--- src/rtl/ts4231_configurator.sv ---
// TS4231 configurator: wakes the light-to-digital chip, writes its 14-bit
// configuration word over the E/D pins, reads it back to verify, then puts
// the chip into WATCH mode and releases both pins for the pulse decoder.
module ts4231_configurator #(
  parameter int          PHASE_CYCLES  = 8,
  parameter int          SETTLE_CYCLES = 256,
  parameter logic [13:0] CONFIG_WORD   = 14'h392B,
  parameter int          MAX_RETRY     = 3
) (
  input  logic        clk,
  input  logic        reset,
  input  logic        e_in,
  input  logic        d_in,
  output logic        e_out,
  output logic        e_oe,
  output logic        d_out,
  output logic        d_oe,
  output logic        configured,
  output logic        failed,
  output logic [13:0] readback,
  output logic [1:0]  retry_cnt
);

  localparam int PW = (PHASE_CYCLES > 1) ? $clog2(PHASE_CYCLES) : 1;
  localparam int SW = (SETTLE_CYCLES > 1) ? $clog2(SETTLE_CYCLES) : 1;

  typedef enum logic [3:0] {
    S_WAIT_BUS, S_WAKE, S_CHECK_SLEEP, S_CFG_START, S_WR_DIR, S_WR_BIT,
    S_CFG_STOP, S_RD_DIR, S_RD_BIT, S_VERIFY, S_WATCH_ENTER, S_RETRY,
    S_DONE, S_FAIL
  } state_t;

  state_t        state_q, state_d;
  logic [PW-1:0] phase_q, phase_d;
  logic [1:0]    step_q, step_d;
  logic [3:0]    bit_q, bit_d;
  logic [SW-1:0] settle_q, settle_d;
  logic          rd_q, rd_d;
  logic [13:0]   readback_q, readback_d;
  logic [1:0]    retry_q, retry_d;
  logic          configured_q, configured_d;
  logic          failed_q, failed_d;
  logic          e_meta_q, e_sync_q, d_meta_q, d_sync_q;
  logic          phase_end;

  assign phase_end  = (phase_q == PW'(PHASE_CYCLES - 1));
  assign configured = configured_q;
  assign failed     = failed_q;
  assign readback   = readback_q;
  assign retry_cnt  = retry_q;

  // Two-flop synchronizers for the asynchronous pad inputs.
  always_ff @(posedge clk) begin
    if (reset) begin
      e_meta_q <= 1'b0;
      e_sync_q <= 1'b0;
      d_meta_q <= 1'b0;
      d_sync_q <= 1'b0;
    end else begin
      e_meta_q <= e_in;
      e_sync_q <= e_meta_q;
      d_meta_q <= d_in;
      d_sync_q <= d_meta_q;
    end
  end

  // State register and sequencing counters.
  always_ff @(posedge clk) begin
    if (reset) begin
      state_q      <= S_WAIT_BUS;
      phase_q      <= '0;
      step_q       <= '0;
      bit_q        <= '0;
      settle_q     <= '0;
      rd_q         <= 1'b0;
      readback_q   <= '0;
      retry_q      <= '0;
      configured_q <= 1'b0;
      failed_q     <= 1'b0;
    end else begin
      state_q      <= state_d;
      phase_q      <= phase_d;
      step_q       <= step_d;
      bit_q        <= bit_d;
      settle_q     <= settle_d;
      rd_q         <= rd_d;
      readback_q   <= readback_d;
      retry_q      <= retry_d;
      configured_q <= configured_d;
      failed_q     <= failed_d;
    end
  end

  // Next-state logic: every bus step lasts one phase; step_q walks the sub-steps of a state.
  always_comb begin
    state_d      = state_q;
    step_d       = step_q;
    bit_d        = bit_q;
    settle_d     = '0;
    rd_d         = rd_q;
    readback_d   = readback_q;
    retry_d      = retry_q;
    configured_d = configured_q;
    failed_d     = failed_q;
    case (state_q)
      S_WAIT_BUS: begin
        rd_d = 1'b0;
        if (d_sync_q) begin
          if (settle_q == SW'(SETTLE_CYCLES - 1)) state_d = S_WAKE;
          else settle_d = settle_q + SW'(1);
        end
      end
      S_WAKE: if (phase_end) state_d = S_CHECK_SLEEP;
      S_CHECK_SLEEP: if (phase_end) state_d = (e_sync_q && d_sync_q) ? S_CFG_START : S_RETRY;
      S_CFG_START: if (phase_end) begin
        if (step_q == 2'd2) state_d = rd_q ? S_RD_DIR : S_WR_DIR;
        else step_d = step_q + 2'd1;
      end
      S_WR_DIR: if (phase_end) begin
        if (step_q == 2'd1) begin
          state_d = S_WR_BIT;
          bit_d   = 4'd13;
        end else step_d = step_q + 2'd1;
      end
      S_WR_BIT: if (phase_end) begin
        if (step_q == 2'd2) begin
          if (bit_q == 4'd0) state_d = S_CFG_STOP;
          else begin
            bit_d  = bit_q - 4'd1;
            step_d = 2'd0;
          end
        end else step_d = step_q + 2'd1;
      end
      S_CFG_STOP: if (phase_end) begin
        if (step_q == 2'd2) begin
          if (rd_q) state_d = S_VERIFY;
          else begin
            state_d = S_CFG_START;
            rd_d    = 1'b1;
          end
        end else step_d = step_q + 2'd1;
      end
      S_RD_DIR: if (phase_end) begin
        state_d = S_RD_BIT;
        bit_d   = 4'd13;
      end
      S_RD_BIT: if (phase_end) begin
        if (step_q == 2'd0) begin
          readback_d[bit_q] = d_sync_q;
          if (bit_q == 4'd0) state_d = S_CFG_STOP;
          else step_d = 2'd1;
        end else begin
          bit_d  = bit_q - 4'd1;
          step_d = 2'd0;
        end
      end
      S_VERIFY: state_d = (readback_q == CONFIG_WORD) ? S_WATCH_ENTER : S_RETRY;
      S_WATCH_ENTER: if (phase_end) begin
        if (step_q == 2'd1) begin
          state_d      = S_DONE;
          configured_d = 1'b1;
        end else step_d = 2'd1;
      end
      S_RETRY: begin
        if (int'(retry_q) < MAX_RETRY) begin
          retry_d = retry_q + 2'd1;
          state_d = S_WAIT_BUS;
        end else begin
          failed_d = 1'b1;
          state_d  = S_FAIL;
        end
      end
      default: state_d = state_q;
    endcase
    if (state_d != state_q) step_d = 2'd0;
    phase_d = (phase_end || (state_d != state_q)) ? '0 : phase_q + PW'(1);
  end

  // Pin drive decode; oe and level come from the same registers so they always change together.
  always_comb begin
    e_oe  = 1'b0;
    e_out = 1'b0;
    d_oe  = 1'b0;
    d_out = 1'b0;
    case (state_q)
      S_WAKE: begin
        e_oe  = 1'b1;
        e_out = 1'b1;
      end
      S_CFG_START: begin
        e_oe  = 1'b1;
        d_oe  = 1'b1;
        e_out = (step_q != 2'd2);
        d_out = (step_q == 2'd0);
      end
      S_WR_DIR: begin
        e_oe  = 1'b1;
        d_oe  = 1'b1;
        e_out = (step_q == 2'd0);
      end
      S_WR_BIT: begin
        e_oe  = 1'b1;
        d_oe  = 1'b1;
        e_out = (step_q == 2'd1);
        d_out = CONFIG_WORD[bit_q];
      end
      S_CFG_STOP: begin
        e_oe  = 1'b1;
        d_oe  = 1'b1;
        e_out = (step_q != 2'd0);
        d_out = (step_q == 2'd2);
      end
      S_RD_DIR, S_VERIFY: begin
        e_oe  = 1'b1;
        d_oe  = 1'b1;
        e_out = 1'b1;
        d_out = 1'b1;
      end
      S_RD_BIT: begin
        e_oe  = 1'b1;
        e_out = (step_q == 2'd1);
      end
      S_WATCH_ENTER: begin
        e_oe  = 1'b1;
        d_oe  = 1'b1;
        d_out = (step_q == 2'd0);
      end
      default: begin
        e_oe = 1'b0;
        d_oe = 1'b0;
      end
    endcase
  end

endmodule

--- config.mk ---
export PLATFORM = sky130hd
export DESIGN_NAME = ts4231_configurator
export DESIGN_NICKNAME = d
export VERILOG_FILES = /design/src/rtl/ts4231_configurator.sv
export SDC_FILE = /design/constraint.sdc
export NUM_CORES = 1
export LEC_CHECK = 0
export BUFFER_PORTS_ARGS = -buffer_cell sky130_fd_sc_hd__buf_2
export CAP_MARGIN = 20
export CORE_MARGIN = 10
export CORE_UTILIZATION = 55
export CTS_BUF_LIST = sky130_fd_sc_hd__clkbuf_2
export CTS_CLUSTER_DIAMETER = 200
export DETAILED_ROUTE_END_ITERATION = 8
export PLACE_DENSITY_LB_ADDON = 0.15
export SYNTH_ARGS = -nofsm -noshare
export SYNTH_HDL_FRONTEND = slang
export SYNTH_SLANG_ARGS = --single-unit
--- constraint.sdc ---
create_clock -name clk -period 2.9 [get_ports clk]
set_input_delay 0.435 -clock clk [delete_from_list [all_inputs] [get_ports clk]]
set_output_delay 0.435 -clock clk [all_outputs]
set_load 0.02 [all_outputs]
# ---- Word level (Yosys, flattened, before mapping)
# Memories as Yosys holds them, arrays and structs flattened. A register that Yosys moved wholly into a read port is not among the register bits.
# Cells that the tools add are included.
dict set report op_classes {
  n_mux 59
  n_reduce_logical 27
  eq_ne 35
  n_bitwise 3
  order_cmp 3
  addsub 5
}
# cell n
set op_table {}
lappend op_table {{$mux 4} 31}
lappend op_table {{$pmux 4 s12} 1}
lappend op_table {{$ne 2x2->1 const B} 15}
lappend op_table {{$mux 2} 13}
lappend op_table {{$eq 4x3->1 const B} 4}
lappend op_table {{$eq 4x4->1 const B} 4}
lappend op_table {{$pmux 4 s4} 1}
lappend op_table {{$bwmux 14} 1}
lappend op_table {{$eq 14x14->1 const B} 1}
lappend op_table {{$reduce_or 2->1} 6}
lappend op_table {{$reduce_and 11->1} 1}
lappend op_table {{$pmux 2 s5} 1}
lappend op_table {{$reduce_and 3->1} 3}
lappend op_table {{$reduce_and 9->1} 1}
lappend op_table {{$reduce_or 9->1} 1}
lappend op_table {{$add 8x1->8 const B} 1}
lappend op_table {{$eq 4x2->1 const B} 2}
lappend op_table {{$eq 8x8->1 const B} 1}
lappend op_table {{$logic_not 4->1} 2}
lappend op_table {{$mux 1} 7}
lappend op_table {{$reduce_or 7->1} 1}
lappend op_table {{$ne 3x3->1 const B} 2}
lappend op_table {{$lt 4x5->1 const B} 1}
lappend op_table {{$pmux 1 s5} 1}
lappend op_table {{other kinds (24)} 30}
dict set report totals {
  memories 1
  word_cells 147
  register_bits 44
  romBits 16
  in_bits 4
  out_inout_bits 22
}
# name depth word_bits read_ports rd_clocked_by_memory_dff write_ports line
set memory_table {}
lappend memory_table {{(name not given)} 16 1 1 1 0 205} ;# d_out = CONFIG_WORD[bit_q];

# ---- Logic depth before layout (Yosys ltp)
# Gate-level depths: netlist of run 1.
dict set report logic_depth {
  depth_word 8
  depth_mapped 11
  depth_no_buf 11
}

# ---- Worst setup path after synthesis of run 1
# No wires, ideal clock.
dict set report synth_timing {
  path_kind {register to register}
  from {register bit_q[0]}
  to {register (tool-made name)}
  period_less_slack_ns 2.434
  arrival_ns 2.309
  path_buffers 0
  path_slack_ns 0.466
  required_time_ns 2.775
  path_stages_with_launch 11
  setup_time_ns 0.125
  cell_sequence {dfxtp_1 inv_1 ha_1 or3b_1 a221oi_1 nor3_2 o21ai_0 nand2b_1 ha_1 o211ai_1 o31ai_1}
}
# element line
set synth_rtl {}
lappend synth_rtl {{start: declaration} 36} ;# logic [3:0] bit_q, bit_d;
lappend synth_rtl {{start signal: assignment} 84} ;# bit_q <= bit_d;

==> results list, run 1 <==
- Kind of cell with the highest combined delay on the critical path: adder cells
- TritonCTS clock tree: done
- Hold buffer count at CTS: 0
- Averaged over all synthesized cells, the footprint is 8.12 µm².
* Initial Util: 56.4%
* Area of the core: 0.00511 mm²
- Number of global-route vias before repair: 2482
- Power density over the cells: 319 mW/mm²
- Run status: finished clean
- The critical path goes through ha_1 > ha_1 > nor2b_1 > a211oi_1 > nor3_2 > mux2i_1 > nor2_1 > ha_1 > o211ai_1 > o31ai_1.
- The total count of hold-check failures in the final report came to 0.
- In this run the worst hold path is classified as input port to flop.
- Min Clock Period, post-route: 2.71 ns
- For this run, the detailed router's first-pass iteration total came to 5.
- The synthesized design devotes to its leading area cell type 31.3% of total area.
- After layout, the design draws a total of 1.03 mW.
- Crit path max-delay cell type: sky130_fd_sc_hd__ha_1
* Clock transition at the registers of the reported paths: 0.24 ns
* Static power due to leakage: 1.31 nW
- Flop and latch count out of synthesis: 45
- After detailed routing, the number of vias per cell comes to 6.01.
- STA classifies the critical path endpoint as a flop.
* Via count: 2715
- Post-layout nets: 400
- HPWL after DPL: 5440 µm
* Syn. warnings: 0
* Post-cts gate resize count: 0
- STA puts the critical path data arrival time at 3.07 ns.
- Number of top-level design ports: 26
- Clock tree synthesis selected as its root buffer the cell sky130_fd_sc_hd__clkbuf_2.
* Number of flops mapped to enable cells by yosys: 0
- Worst hold endpoint: d_meta_q
* Global Route met2 Usage: 27.2%
* Met3 Usage GRT: 2.99%
- The initial antenna violation count came to 0.
- The worst setup path is of the flop to flop kind.
- Crit start category: flop
* Most frequent cell on the critical path: sky130_fd_sc_hd__ha_1
* Clock buffer count from CTS: 5
- In this run the number of H-tree levels came out at 2.
- Setup Buffers After CTS: 0
- Routability Congestion: 0.930
* CP Data Required Time: 3.26 ns
* Violation count after the first detailed-routing iteration: 320
- The worst register-to-register path has a setup slack of 0.19 ns.
- The global routing stage identified its most utilized layer as met2.
- The critical path contains buffers and inverters numbering 0 combined.
- Register-to-Register Path Depth: 10
- In the final timing run, aggregate negative setup slack is 0 ns.
- Remaining DRCs: 0
* Proportion of synthesized flip-flops having asynchronous set or reset: 0%
- Combined area of all synthesized cells: 0.00288 mm²
- Total wirelength of the detailed-routed design: 7170 µm
- Sequential elements use 31.3% of the synthesized area.
- In this run the horizontal extent of the chip is 92.4 µm.
- The startpoint identified for the worst register-to-register timing path is phase_q[0].
* Measured slew at the worst slew-check pin: 0.653 ns
* Max-slew violation count: 0
* Worst-case clock buffer depth: 2
- Die Y: 92.4 µm
* Average wire length per cell after detail routing: 15.9 µm
- Top cells by instance count after synthesis: sky130_fd_sc_hd__dfxtp_1 (45), sky130_fd_sc_hd__nor2_1 (45), sky130_fd_sc_hd__a21oi_1 (22)
* Synthesized netlist net count: 374
- Setup repair after global routing left no endpoint under its margin.
* Headroom to the max-slew limit: 56.4%
- Synth Instances: 355
* Number of antenna diodes: 0
- The initialized floorplan defines 26 standard-cell rows.
- Overflow left after global routing: 0
- The area growth from synthesis to layout is 11.8%.
* Met1 usage: 21.8%
- Buffers placed on the I/O ports in this run total 25.
- Worst hold stages: 2
- Max Cap Violations: 0
* Delay of the slowest cell on the worst path: 0.42 ns
* Predominant post-synthesis flop cell: sky130_fd_sc_hd__dfxtp_1
- Count of different cell masters after synthesis: 62
* Overall die area: 0.00854 mm²
* Wire length of the first global-routing pass: 12000 µm
- The detail route stage leaves a number of antenna-violating nets equal to 0.
- Worst clock skew: 0.0172 ns
- Clock insertion delay at the later pin of the skew report: 0.43 ns
* Worst vdd ir: 328 µV
* Share of final-layout standard cells stronger than drive strength 1: 16.5%
- In the finished design, the share of the clock period the worst path needs comes to 93.4%.
- TritonCTS Sinks: 45
* Max Clk Rate: 369 MHz
- Leading area contributor after synthesis: sky130_fd_sc_hd__dfxtp_1
- In this run the most critical hold path is launched from d_in.
- Entering global routing, the biggest net connects 36 pins.
* Setup violations, final: 0
- Along the worst path, the maximum fanout reaches 10.
- Global router's overall resource usage: 16.6%
- By area the synthesized netlist is led by sky130_fd_sc_hd__dfxtp_1 (31%), sky130_fd_sc_hd__ha_1 (6.5%), sky130_fd_sc_hd__mux2i_1 (6.3%).
-- worst max-delay path by stage --
stage / slack (ns) / end / from / cells past startpoint
6_report: 0.19 / flop / phase_q[0] / 10
5_1_grt: 0.04 / flop / bit_q[0] / 10
4_1_cts: 0.09 / e_out / state_q[2] / 6
3_5_place_dp: 0.21 / flop / bit_q[0] / 10
3_3_place_gp: 0.32 / flop / bit_q[0] / 10
2_1_floorplan: 0.47 / flop / bit_q[0] / 10
-- per-stage QoR --
| step | hold slack [ns] | setup slack [ns] | cell area, µm² | instances | utilization (%) |
|---|---|---|---|---|---|
| after CTS | 0.190 | 0.0920 | 3220 | 452 | 63.0 |
| final | 0.198 | 0.191 | 3220 | 452 | 63.1 |
| after global placement | 0.417 | 0.324 | 3150 | 444 | 61.6 |
| after global routing | 0.159 | 0.0372 | 3220 | 452 | 63.1 |
| after floorplan | 0.414 | 0.466 | 2880 | 355 | - |
| after detailed placement | 0.434 | 0.210 | 3150 | 444 | 61.6 |
-- worst reg2reg max path, delay by kind of cell, from the launching register on --
family / cells / cell delay, ns
AOI/OAI and AO/OA: 3 / 0.43
adders and majority gates: 3 / 0.91
DFF: 1 / 0.41
muxes: 1 / 0.28
and+or+nand+nor: 3 / 0.63
-- layer usage --
metal	up-vias	wire [µm]
li1	1328	-
met1	1282	3290
met2	92	3400
met3	13	382
met4	0	100
met5	-	0
-- where the power goes --
group / total, mW / switching, mW / leakage [nW] / internal (mW)
clock network: 0.365 / 0.216 / 0.0425 / 0.149
registers: 0.630 / 0.00271 / 0.364 / 0.627
logic: 0.0323 / 0.0206 / 0.904 / 0.0116
-- flip-flops by register name (all words and copies together), names as in the netlist, 2 cells and up, named ones only --
name       count
bit_q          4
phase_q        3
readback      14
retry_cnt      2
settle_q       8
state_q        4
step_q         2
-- layout make-up --
type	count	area (µm²)
clock buffers	5	25.0
flip-flops and latches	45	902
fillers	467	1880
inverters	14	52.6
repair buffers	43	273
well taps	70	87.6
clock inverters	3	45.0
multi-input cells	272	1840
-- placed cells by master, fill, tap and decap left out, drive strengths merged, types with 4 or more instances in the layout --
cell type and count:
nor2 45, dfxtp 45, buf 43, a21oi 22, nand2 20, nand3 19
mux2i 18, o21ai 15, ha 15, inv 15, nor2b 13, nor3 11
nand2b 10, nor3b 5, or3 5, clkbuf 5, a211oi 5, nor4 5
o21a 4, xnor2 4
-- cell families after synthesis --
logic type      after synthesis  synth area share (%)
compound gates               76                  18.7
xor+xnor                      7                  2.13
buf+inv                      38                  5.21
fa+ha+maj                    15                  6.51
flops                        45                  31.2
simple gates                156                  29.9
mux                          18                  6.25
(Power assumes the default switching activity.)
==> run 2, diff against run 1 <==
- clock period: 2.9 -> 3.3 ns (I/O delays scaled with it)
==> results list, run 2 (synthesis results as in run 1) <==
- The run finished with clean final reports.
* Number of nets with antenna violations after routing: 0 (unchanged)
- Number of filler instances in the final layout: 467 (unchanged)
- Final worst-path setup slack: 0.393 ns (+0.203 ns)
- Crit path max-delay cell type: sky130_fd_sc_hd__dfxtp_1
- The static leakage was 1.25 nW (-4.5%).
- The count of buffers inserted at the top-level ports is 25 (unchanged).
- Die Y: 92.4 µm (unchanged)
- HPWL after DPL: 5020 µm (-7.6%)
* Final Hold Viols: 0 (unchanged)
- Initial Util: 56.4% (unchanged)
- The total iterations of the first detailed-routing run came to 4 (-1).
* Vias/cell: 5.95 (-0.86%)
- The library cells used most frequently in the layout, excluding fill and tap cells, are sky130_fd_sc_hd__nor2_1 (45), sky130_fd_sc_hd__dfxtp_1 (45), sky130_fd_sc_hd__buf_2 (25).
- The number of post-CTS setup repair buffers came to 0 (unchanged).
- Worst vdd ir: 196 µV (-40%)
- Root buffer cell: sky130_fd_sc_hd__clkbuf_2
- DR WL met2: 3310 µm (-2.7%)
- By startpoint and endpoint, the worst setup path is classified as flop to output port.
- The maximum number of buffers from clock root to sink is 2 (unchanged).
- The antenna diode instance count is 0 (unchanged).
- Crit path max fanout: 24 (+14)
- Min Clock Period, post-route: 2.91 ns
* Number of top-level design ports: 26 (unchanged)
- Kind of cell with the highest combined delay on the critical path: flip-flops
- The tightest min-delay check is of the input port to flop type.
- The initial antenna violation count was 0 (unchanged).
- Overall die area: 0.00854 mm² (unchanged)
- CP Data Required Time: 2.80 ns (-0.46 ns)
- The number of slew-limit violations in the final report was 0 (unchanged).
- The startpoint identified for the worst register-to-register timing path is phase_q[0].
- Headroom to the max-slew limit: 48.3% (-8.1 points)
- The arrival time of the worst setup path is 2.41 ns (-0.66 ns).
* Area grow syn2layout: 8.55%
- Measured slew at the worst slew-check pin: 0.775 ns (+0.121 ns)
* Post-layout nets: 390 (-2.5%)
- The via count of the first global-routing pass was 2513 (+1.2%).
- Max Clk Rate: 344 MHz
* Max reg flops: 14 (unchanged)
- Global router's overall resource usage: 16.1% (-0.47 points)
* Crit path buf inv count: 1 (+1)
- Signal routing reaches up to met4.
* Clock insertion delay at the later pin of the skew report: 0.42 ns (about the same)
- Worst hold start: d_in
* Power density over the cells: 286 mW/mm² (-10%)
* Worst clock skew: 0.0115 ns (-0.00571 ns)
- Area of the core: 0.00511 mm² (unchanged)
- Delay of the slowest cell on the worst path: 0.88 ns (+0.46 ns)
- Register-to-Register Path Depth: 10 (unchanged)
* Hold buffer count at CTS: 0 (unchanged)
* Horizontal extent of the die: 92.4 µm (unchanged)
- The total number of vias came to 2632 (-3.1%).
* Setup slack on the worst flop-to-flop path: 0.43 ns (+0.24 ns)
* Largest net degree at the start of global routing: 36 (unchanged)
- Worst hold stages: 2 (unchanged)
- The utilization after layout came to 61.3% (-1.8 points).
- Final worst path period share: 88.1%
* Setup repair after global routing missed its margin: false
- TNS Setup: 0 ns (unchanged)
- Total wirelength of the detailed-routed design: 6870 µm (-4.1%)
* Remaining DRCs: 0 (unchanged)
- Crit start category: flop
- The minimum hold slack came to 0.270 ns (+0.0718 ns).
- The first-pass GRT wire length is 11600 µm (-3.1%).
* Setup violations, final: 0 (unchanged)
- Number of levels in the clock H-tree: 2 (unchanged)
- STA classifies the critical path endpoint as an output port.
* Share of final-layout standard cells stronger than drive strength 1: 14.0% (-2.5 points)
* Routability Congestion: 0.892 (-4.1%)
- Clock transition at the registers of the reported paths: 0.24 ns (about the same)
- Max Cap Violations: 0 (unchanged)
- Series of cell instances along the critical path: nand2b_1 > o32ai_1 > a21oi_1 > o22ai_1 > buf_2
* Wire length on met3: 436 µm (+14%)
- The post-cts resize count was 0 (unchanged).
* TritonCTS Sinks: 45 (unchanged)
- Post-Place Setup Slack: 0.528 ns (+0.318 ns)
* M1 wire length: 2990 µm (-9.1%)
- The worst hold path terminates at d_meta_q.
- Overflow left after global routing: 0 (unchanged)
- The cell total after placement is 434 (-2.3%).
* Clock buffer count from CTS: 5 (unchanged)
* Violation count after the first detailed-routing iteration: 181 (-43%)
- The post-layout instance count excluding filler cells is 442 (-2.2%).
- Average wire length per cell after detail routing: 15.5 µm (-1.9%)
- TritonCTS built the clock tree.
- Number of core rows: 26 (unchanged)
## run 2: layout make-up
type                    count  area, µm²  share of cell area (%)
clock buffers               5       25.0                   0.800
clock inverters             3       46.3                    1.48
inverters                  14       52.6                    1.68
multi-input cells         272       1830                    58.5
flip-flops and latches     45        901                    28.8
well taps                  70       87.6                    2.80
repair buffers             33        185                    5.92
## run 2: report_power, final
part           internal [mW]  switching, mW  total [mW]  leakage (nW)
clock network          0.129          0.184       0.314        0.0392
logic                0.00955         0.0157      0.0253         0.849
registers              0.551        0.00428       0.555         0.364
total                  0.690          0.204       0.894          1.25
## run 2: worst max path at each step
stage | from | to | slack, ns | cells after the start
2_1_floorplan | bit_q[0] | flop | 0.87 | 10
3_3_place_gp | bit_q[0] | flop | 0.60 | 10
3_5_place_dp | phase_q[0] | flop | 0.53 | 10
4_1_cts | state_q[2] | e_out | 0.40 | 5
5_1_grt | state_q[2] | e_out | 0.17 | 5
6_report | state_q[2] | e_out | 0.39 | 5
## run 2: stage by stage
stage	total power [mW]	area, µm²
2_1_floorplan	0.585	2880
3_3_place_gp	0.590	3060
3_5_place_dp	0.591	3060
4_1_cts	0.904	3130
5_1_grt	0.926	3130
6_report	0.894	3130
## run 2: metal layers
layer / GRT usage [%] / up-vias
met2: 26.8 / 83
met1: 19.4 / 1234
met3: 4.12 / 13
met5: 0 / -
met4: 6.56 / 0
li1: - / 1302
==> run 3, diff against run 2 <==
- clock period: 3.3 -> 3.16 ns (I/O delays scaled with it)
==> results list, run 3 (synthesis results as in run 1) <==
* Hold buffer count at CTS: 0 (unchanged)
- The flow ran to the end, and the final reports show no timing, DRC or antenna violations.
- The first-pass GRT wire length is 11800 µm (+1.1%).
- The width of the die is 92.4 µm (unchanged).
- The clock transition at the registers of the reported paths is 0.24 ns (about the same).
- Die Y: 92.4 µm (unchanged)
* Static power due to leakage: 1.27 nW (+1.5%)
- The count of standard-cell rows is 26 (unchanged).
- Dividing the final minimum period by the clock period gives 88.6%.
* Setup Buffers After CTS: 0 (unchanged)
- Area grow syn2layout: 9.59%
- CP Data Required Time: 2.69 ns (-0.11 ns)
* Clock buffer count from CTS: 5 (unchanged)
- Number of antenna diodes: 0 (unchanged)
- The total half-perimeter wirelength after legalization and detailed placement was 5200 µm (+3.4%).
- Clock insertion delay at the later pin of the skew report: 0.42 ns (about the same)
* TNS Setup: 0 ns (unchanged)
- Worst min-delay path category: input port to flop
- The total core area came to 0.00511 mm² (unchanged).
* Crit path max fanout: 32 (+33%)
- TritonCTS built the clock tree.
- Number of top-level design ports: 26 (unchanged)
- The share of final-layout standard cells stronger than drive strength 1 came to 14.9% (+0.92 points).
- Number of levels in the clock H-tree: 2 (unchanged)
- The clock sink count came to 45 (unchanged).
* Number of port buffers: 25 (unchanged)
* Sort of element at the end of the critical path: output port
* Global router's overall resource usage: 16.3% (+0.15 points)
- The total number of vias is 2687 (+2.1%).
* Post-cts gate resize count: 0 (unchanged)
* Min Clock Period, post-route: 2.80 ns
- The initial antenna violation count was 0 (unchanged).
- Initial Util: 56.4% (unchanged)
- Overall die area: 0.00854 mm² (unchanged)
- Count of placed standard cells in the final layout, fillers left out: 446 (+0.90%)
- Headroom to the max-slew limit: 49.5% (+1.2 points)
- The post-route DRC violation count came to 0 (unchanged).
- Power density over the cells: 298 mW/mm² (+4.3%)
- The cell sitting at the root of the clock tree is a sky130_fd_sc_hd__clkbuf_2.
* Worst clock skew: 0.00997 ns (-0.00150 ns)
- The maximum number of pins on one net before global-route repair is 33 (-8.3%).
- Placement-stage cell area: 0.00309 mm² (+0.98%)
* Number of global-route vias before repair: 2479 (-1.4%)
- Crit start category: flop
* Worst-case clock buffer depth: 2 (unchanged)
- Post-layout nets: 394 (+1.0%)
- Final cell area excluding filler cells: 0.00316 mm² (+0.96%)
* Violation count after the first detailed-routing iteration: 275 (+52%)
- Path type of the worst setup path: flop to output port
- Number of placed cells counting well taps: 438 (+0.92%)
- The number of slew-limit violations in the final report was 0 (unchanged).
- Setup repair after global routing missed its margin: false
* Vias/cell: 6.02 (+1.2%)
- The remaining global-route overflow came to 0 (unchanged).
- Worst vdd ir: 262 µV (+33%)
- Max Clk Rate: 357 MHz
* Measured slew at the worst slew-check pin: 0.756 ns (-0.0191 ns)
- Total wirelength of the detailed-routed design: 6910 µm (+0.52%)
* Most used cells in the layout excluding fill and tap cells: sky130_fd_sc_hd__nor2_1 (45), sky130_fd_sc_hd__dfxtp_1 (45), sky130_fd_sc_hd__buf_2 (25)
- First-pass detailed-route iteration total: 5 (+1)
* Final Hold Viols: 0 (unchanged)
- Hold WS: 0.253 ns (-0.0170 ns)
* CP arrival: 2.33 ns (-0.08 ns)
* Average wire length per cell after detail routing: 15.5 µm (-0.38%)
- The number of setup violations in the final report came to 0 (unchanged).
- Number of nets with antenna violations after routing: 0 (unchanged)
- The max-capacitance violation count is 0 (unchanged).
- Number of filler instances in the final layout: 464 (-0.64%)
- The number of flip-flops under the largest register name came to 14 (unchanged).
* Routability Congestion: 0.889 (-0.38%)
run 3: per-layer routing:
metal / up-vias / routed length (µm) / share of wire, % / global-route usage [%]
li1: 1310 / - / - / -
met1: 1246 / 3040 / 44 / 20.4
met2: 120 / 3190 / 46 / 26.9
met3: 11 / 579 / 8.4 / 4.04
met4: 0 / 95 / 1.4 / 4.88
met5: - / 0 / 0 / 0
run 3: through the flow:
| stage | worst slack (ns) | util (%) | power [mW] |
|---|---|---|---|
| after floorplan | 0.726 | - | 0.611 |
| after global placement | 0.586 | 60.5 | 0.618 |
| after detailed placement | 0.441 | 60.5 | 0.619 |
| after CTS | 0.369 | 61.9 | 0.947 |
| after global routing | 0.145 | 61.9 | 0.976 |
| final | 0.359 | 61.9 | 0.941 |
run 3: final cells by class:
| class | count | area (µm²) | area share (%) |
|---|---|---|---|
| Clock buffer | 5 | 25.0 | 0.792 |
| Multi-Input combinational cell | 272 | 1830 | 58.0 |
| Clock inverter | 3 | 46.3 | 1.47 |
| Sequential cell | 45 | 901 | 28.5 |
| Timing Repair Buffer | 37 | 215 | 6.81 |
| Inverter | 14 | 52.6 | 1.66 |
| Tap cell | 70 | 87.6 | 2.77 |
run 3: critical path: stages (launching register included):
cell and delay [ns]:
sky130_fd_sc_hd__dfxtp_1 0.52, sky130_fd_sc_hd__buf_4 0.36, sky130_fd_sc_hd__nand2b_1 0.30, sky130_fd_sc_hd__o32ai_1 0.31, sky130_fd_sc_hd__a21oi_1 0.07, sky130_fd_sc_hd__o22ai_1 0.15, sky130_fd_sc_hd__buf_2 0.19
run 3: power breakdown:
part | internal, mW | switching [mW] | leakage, nW
Combinational | 0.0110 | 0.0169 | 0.867
Sequential | 0.575 | 0.00466 | 0.364
Clock | 0.135 | 0.198 | 0.0392
Total | 0.721 | 0.220 | 1.27
run 3: worst paths after layout:
kind,from,endpoint,slack [ns],depth (start not counted)
setup / recovery,state_q[2],e_out,0.36,6
hold / removal,e_in,e_meta_q,0.25,2
setup reg to reg,bit_q[0],flop,0.41,10
hold reg to reg,e_meta_q,e_sync_q,0.47,1
